**src/rtl/lp805x_fsctl.sv**
```systemverilog
// -----------------------------------------------------------------------------
// lp805x_fsctl
//
// Frequency-scaling request controller. Arbitrates between two requesters
// that want a new clock-division factor. It sequences lp805x_schedfs through
// a start/settle cycle and returns the resulting schedule index to the winner.
// This is the only driver of the scheduler's start/factor/enable inputs.
//
// Ports
//   clk           single clock, rising edge
//   rst           synchronous active-high reset
//   enable        global run enable; low freezes every register
//   req0/req1     level requests, held until the matching ack
//   factor0/1     requested factor, stable while the request is high
//   ack0/ack1     one-cycle completion pulse to the granted requester
//   err           valid with ack; 1 = request rejected (factor 0)
//   idx_out       valid with ack; schedule index for the granted factor
//   busy          high whenever the FSM is not idle
//   cur_index     last committed schedule index
//   sched_start   start pulse to the scheduler
//   sched_factor  factor presented to the scheduler (holds between issues)
//   sched_enable  mirror of enable
//   sched_index   index returned by the scheduler
// -----------------------------------------------------------------------------
//
// state | meaning
// ------+-----------------------------------------------------------------
// IDLE  | waiting for a request; arbitrates and latches the granted factor
// ISSUE | one cycle; pulses sched_start and loads the settle counter
// WAIT  | settle countdown; samples sched_index when the counter reaches 0
// ACK   | one cycle; pulses the granted ack and records the grant for RR
//
module lp805x_fsctl #(
    parameter int FWIDTH = 9,
    parameter int IWIDTH = 3,
    parameter int SETTLE = 4
) (
    input  logic              clk,
    input  logic              rst,
    input  logic              enable,
    input  logic              req0,
    input  logic [FWIDTH-1:0] factor0,
    output logic              ack0,
    input  logic              req1,
    input  logic [FWIDTH-1:0] factor1,
    output logic              ack1,
    output logic              err,
    output logic [IWIDTH-1:0] idx_out,
    output logic              busy,
    output logic [IWIDTH-1:0] cur_index,
    output logic              sched_start,
    output logic [FWIDTH-1:0] sched_factor,
    output logic              sched_enable,
    input  logic [IWIDTH-1:0] sched_index
);

    localparam int CWIDTH = (SETTLE > 1) ? $clog2(SETTLE) : 1;
    localparam logic [CWIDTH-1:0] CNT_LOAD = CWIDTH'(SETTLE - 1);

    typedef enum logic [1:0] {
        IDLE  = 2'd0,
        ISSUE = 2'd1,
        WAIT  = 2'd2,
        ACK   = 2'd3
    } state_t;

    state_t              state_q;
    state_t              state_d;
    logic [CWIDTH-1:0]   cnt_q;
    logic [FWIDTH-1:0]   lat_factor;
    logic [FWIDTH-1:0]   cur_factor;
    logic                gnt_q;
    logic                last_grant;
    logic                issue_q;
    logic                ack_q;

    logic                grant_valid;
    logic                grant_sel;
    logic [FWIDTH-1:0]   sel_factor;

    // Next-state and arbitration. On a tie the requester that was not granted
    // last wins; last_grant resets to 1 so requester 0 takes the first tie.
    always_comb begin
        state_d     = state_q;
        grant_valid = 1'b0;
        grant_sel   = 1'b0;
        sel_factor  = factor0;
        case (state_q)
            IDLE: begin
                if (req0 || req1) begin
                    grant_valid = 1'b1;
                    grant_sel   = (req0 && req1) ? ~last_grant : req1;
                    sel_factor  = grant_sel ? factor1 : factor0;
                    // Zero is rejected and an unchanged factor is a no-op;
                    // neither restarts the scheduler.
                    if ((sel_factor == '0) || (sel_factor == cur_factor)) begin
                        state_d = ACK;
                    end else begin
                        state_d = ISSUE;
                    end
                end
            end
            ISSUE: state_d = WAIT;
            WAIT: begin
                if (cnt_q == '0) begin
                    state_d = ACK;
                end
            end
            ACK: state_d = IDLE;
            default: state_d = IDLE;
        endcase
    end

    // Every register, state and counter included, holds while enable is low,
    // so a pending start/ack pulse reappears once enable returns.
    always_ff @(posedge clk) begin
        if (rst) begin
            state_q      <= IDLE;
            cnt_q        <= '0;
            lat_factor   <= '0;
            cur_factor   <= '0;
            gnt_q        <= 1'b0;
            last_grant   <= 1'b1;
            issue_q      <= 1'b0;
            ack_q        <= 1'b0;
            busy         <= 1'b0;
            err          <= 1'b0;
            idx_out      <= '0;
            cur_index    <= '0;
            sched_factor <= '0;
        end else if (enable) begin
            state_q <= state_d;
            busy    <= (state_d != IDLE);
            issue_q <= (state_d == ISSUE);
            ack_q   <= (state_d == ACK);
            case (state_q)
                IDLE: begin
                    if (grant_valid) begin
                        gnt_q      <= grant_sel;
                        lat_factor <= sel_factor;
                        err        <= (sel_factor == '0);
                        idx_out    <= cur_index;
                        if (state_d == ISSUE) begin
                            sched_factor <= sel_factor;
                        end
                    end
                end
                ISSUE: cnt_q <= CNT_LOAD;
                WAIT: begin
                    if (cnt_q == '0) begin
                        idx_out    <= sched_index;
                        cur_index  <= sched_index;
                        cur_factor <= lat_factor;
                    end else begin
                        cnt_q <= cnt_q - CWIDTH'(1);
                    end
                end
                ACK: last_grant <= gnt_q;
                default: ;
            endcase
        end
    end

    assign sched_enable = enable;
    assign sched_start  = enable & issue_q;
    assign ack0         = enable & ack_q & ~gnt_q;
    assign ack1         = enable & ack_q & gnt_q;

endmodule

```
**config.mk**
```make
export PLATFORM = sky130hd
export DESIGN_NAME = lp805x_fsctl
export DESIGN_NICKNAME = d
export VERILOG_FILES = /design/src/rtl/lp805x_fsctl.sv
export SDC_FILE = /design/constraint.sdc
export NUM_CORES = 1
export LEC_CHECK = 0
export BUFFER_PORTS_ARGS = -buffer_cell sky130_fd_sc_hd__buf_2
export CAP_MARGIN = 20
export CORE_MARGIN = 2
export CORE_UTILIZATION = 59
export CTS_BUF_LIST = sky130_fd_sc_hd__clkbuf_16
export DETAILED_ROUTE_END_ITERATION = 16
export GPL_ROUTABILITY_DRIVEN = 0
export HOLD_SLACK_MARGIN = 0.08
export PLACE_DENSITY = 0.95
export RECOVER_POWER = 25
export SKIP_LAST_GASP = 1
export SLEW_MARGIN = 20
export SYNTH_ARGS = -nofsm -noshare
export SYNTH_HDL_FRONTEND = slang
export SYNTH_SLANG_ARGS = --single-unit
```
**constraint.sdc**
```tcl
create_clock -name clk -period 5.1 [get_ports clk]
set_input_delay 0.765 -clock clk [delete_from_list [all_inputs] [get_ports clk]]
set_output_delay 0.765 -clock clk [all_outputs]
set_load 0.02 [all_outputs]
```
==> results.md <==
- Status: finished with violations
- Failing checks: max-capacitance violations, max-slew violations
- Via/cell ratio: around 5.8
- Cts hold-fix bufs: 0
- Filler Cells Inserted: roughly 310
- Worst relative slew slack: -43.6%
- Max_cap viols: 1
- Setup TNS Final: 0 ps
- Placed Cells: 340
- Leakage: between 1 and 1.5 nW
- Clock latency on the worst-skew pair: approximately 280 ps
- Cell Chain, Critical Path: buf_2 -> and3_1 -> nand3_2 -> or3_2 -> a21oi_2
- Total grt overflow: 0
- Reg2Reg Depth: 6
- Crit Path Max Fanout: 22
- Gr usage total: between 20% and 30%
- R2r startpoint: state_q[1]$_SDFFE_PP0P_
- Crit. End Element: flip-flop
- Hold path startpoint: lat_factor[3]$_SDFFE_PP0P_
- Number of routed nets with antenna violations: 0
- Final WL: between 5 and 6 mm
- Finish-stage setup viols: 0
- Total placed instance area: ~0.0025 mm2
- Synth async-reset ratio: 0%
- Yosys Warn Count: 0
- Routed wl met2: around 2.5 mm
- CP required: 5290 ps
- Starting Density: 62.2%
- Seq. cell area: approximately 860 um2
- CTS Sinks: 43
- Num CTS Buffers: 5
- Post-synthesis sequential area ratio: 37.5%
- Sequential Power Share: a little over two fifths
- Top sig layer: met4
- CTS tree: built
- Design area: roughly 0.0026 mm2
- RSZ-0062 raised after global routing: false
- H-tree levels: 2
- Post-Syn Area per Cell: between 8 and 9 um2
- Synth top area share: 37.5%
- Synth area leader: dfxtp_1
- First DRT Iteration DRCs: 112
- R2R Path End: sched_factor[2]$_SDFFE_PP0P_
- Multi-input gate area: around 0.0013 mm2
- Fin Clk Skew: ~2.7 ps
- Most common cell in the synthesized netlist: dfxtp_1
- Yosys cell types: 53
- Fin crit share: between 50% and 60%
- Die area: 0.00440 mm2
- Final Worst Setup Slack: around 2300 ps
- Synthesized Nets: approximately 290
- CP Launch Type: input pin
- Synth-to-layout area growth: 14.5%
- Detailed Place HPWL: about 3.7 mm
- Post-Place Worst Slack: 2090 ps
- Hold path cells: 2
- I/O pin total: 47
- Post-CTS Setup Inserts: 0
- Slowest cell on crit path: and3_1
- Maximum vdd drop: between 0.2 and 0.25 mV
- Wire per inst: roughly 15 um
- DIE HEIGHT: 66.3 um
- Switching Share: approximately a quarter
- M1 WL: around 2.2 mm
- Remaining design rule violation count: 0
- Max incr delay on CP: 730 ps
- Main flop type after synthesis: dfxtp_1
- Largest net degree at the start of global routing: 46
- Core area: between 0.003 and 0.004 mm2
- WHS Endpoint: cur_factor[3]$_SDFFE_PP0P_
- Fmax: 0.358 GHz
- Final min period: 2790 ps
- Hold Fails Final Rpt: 0
- Critical path arrival: between 2000 and 3000 ps
- Mapped Cells: about 260
- Metal3 WL: about 330 um
- R2r setup slk: between 2000 and 2500 ps
- P_int: approximately 0.65 mW
- Diode count: 0
- Fraction of layout cells with a size suffix above 1: a little under a quarter
- Total number of vias: 2023
- Root Buffer Master: clkbuf_16
- Max-slew violation count: 46
- Net count, final: 330
- Power per standard cell area: 334 mW/mm2
- NetSw: between 0.2 and 0.25 mW
- Synth area leaders: dfxtp_1 (38%), mux2i_1 (6.5%), nand2_1 (4.9%)
- Clock Tree Buf Depth: 2
- First-pass GRT wire length: around 8 mm
- CP Class: input pin to flip-flop
- Commonest cells in the netlist: dfxtp_1 (43), nand2_1 (30), nor2_1 (26), a21oi_1 (17), mux2i_1 (15)
- Initial antenna violation count: 0
- Number of synthesized flops with an enable pin: 0
- Clock group share of total power: about two fifths
- Syn Std Cell Area: between 0.002 and 0.0025 mm2
- # rows: 22
- Hold Path Class: flip-flop to flip-flop
- Slew @ Worst Pin: about 2200 ps
- Flops & latches, synth: 43
- Logic pwr share: between 10% and 20%
- Die X: 66.3 um
- Vias in the first global route: 1777
- Cts repair resizes: 0
- Drt first pass iters: 4
- Port-buffer cells: between 40 and 50
- Non-Filler Instances: roughly 350
- Clock transition at the registers of the reported paths: around 60 ps
==> state kept, by name, indices dropped and copies added (netlist names) <==
register,cells
gnt_q,1
idx_out,3
lat_factor,9
cur_index,3
last_grant,1
issue_q,1
state_q,2
err,1
cur_factor,9
busy,1
cnt_q,2
sched_factor,9
ack_q,1
==> power by group through the flow <==
stage          combinational (mW)  clock [mW]  sequential, mW
5_1_grt                     0.175       0.366           0.375
6_report                    0.159       0.345           0.373
4_1_cts                     0.161       0.352           0.373
2_1_floorplan               0.110           0           0.387
3_3_place_gp                0.154           0           0.379
3_5_place_dp                0.159           0           0.380
==> per-stage QoR <==
| step | utilization (%) | power (mW) | hold WS (ps) |
|---|---|---|---|
| global placement | 67.4 | 0.533 | 442 |
| global route | 71.2 | 0.916 | 475 |
| floorplan | - | 0.497 | 432 |
| detailed placement | 67.4 | 0.539 | 453 |
| finish | 71.2 | 0.878 | 462 |
| CTS | 71.7 | 0.886 | 461 |
==> worst max path at each step <==
stage                                  startpoint                           end  slack [ps]  cells past startpoint
after floorplan                            enable                          ack0        2660                      4
after global placement                     enable  sched_factor[4]$_SDFFE_PP0P_        2190                      5
after detailed placement                   enable  sched_factor[5]$_SDFFE_PP0P_        2090                      5
after CTS                                  enable  sched_factor[2]$_SDFFE_PP0P_        2340                      5
after global routing      state_q[1]$_SDFFE_PP0P_  sched_factor[7]$_SDFFE_PP0P_        2080                      6
final                                      enable  sched_factor[2]$_SDFFE_PP0P_        2310                      5
==> worst max-delay path, delay by kind of cell <==
| kind | cells | cell delay [ps] |
|---|---|---|
| AND/OR/NAND/NOR | 3 | 1790 |
| buffers and inverters | 1 | 300 |
| AO/OA/AOI/OAI | 1 | 130 |
==> layout make-up <==
type                            count  share of cell area (%)
Sequential cell                    43                    32.8
Clock buffer                        5                    4.76
Inverter                            7                    1.00
Timing Repair Buffer               46                    8.00
Tap cell                           48                    2.29
Multi-Input combinational cell    196                    49.9
Clock inverter                      2                    1.29
==> layout by cell type, fill, tap and decap left out, types with 2 or more instances in the layout <==
master,count
dfxtp_1,43
nand2_1,30
buf_2,30
nor2_1,26
a21oi_1,17
clkbuf_1,16
mux2i_1,15
xor2_1,11
a211oi_1,9
a21oi_2,9
inv_1,8
or3_2,8
o21ai_1,8
nor2b_1,5
ha_1,5
clkbuf_16,5
nor4_1,4
nor3_1,4
o21ai_0,4
and3_1,3
nand4_1,3
and2_1,2
xnor2_1,2
nor3_2,2
nand3_1,2
a221oi_1,2
nor3b_1,2
==> per-layer routing <==
| layer | global-route usage (%) | up-vias |
|---|---|---|
| li1 | - | 1005 |
| met1 | 28.5 | 936 |
| met2 | 41.3 | 72 |
| met3 | 5.96 | 10 |
| met4 | 8.42 | 0 |
| met5 | 0 | - |
==> kinds of logic after synthesis <==
kind of cell,share of synthesized area (%)
AO/OA/AOI/OAI,20.4
XOR/XNOR,4.96
adder cells (fa/ha/maj),2.73
buffers and inverters,5.35
flip-flops,37.5
multiplexers,7.04
AND/OR/NAND/NOR,22.0
Power figures use the tool's default switching activity.
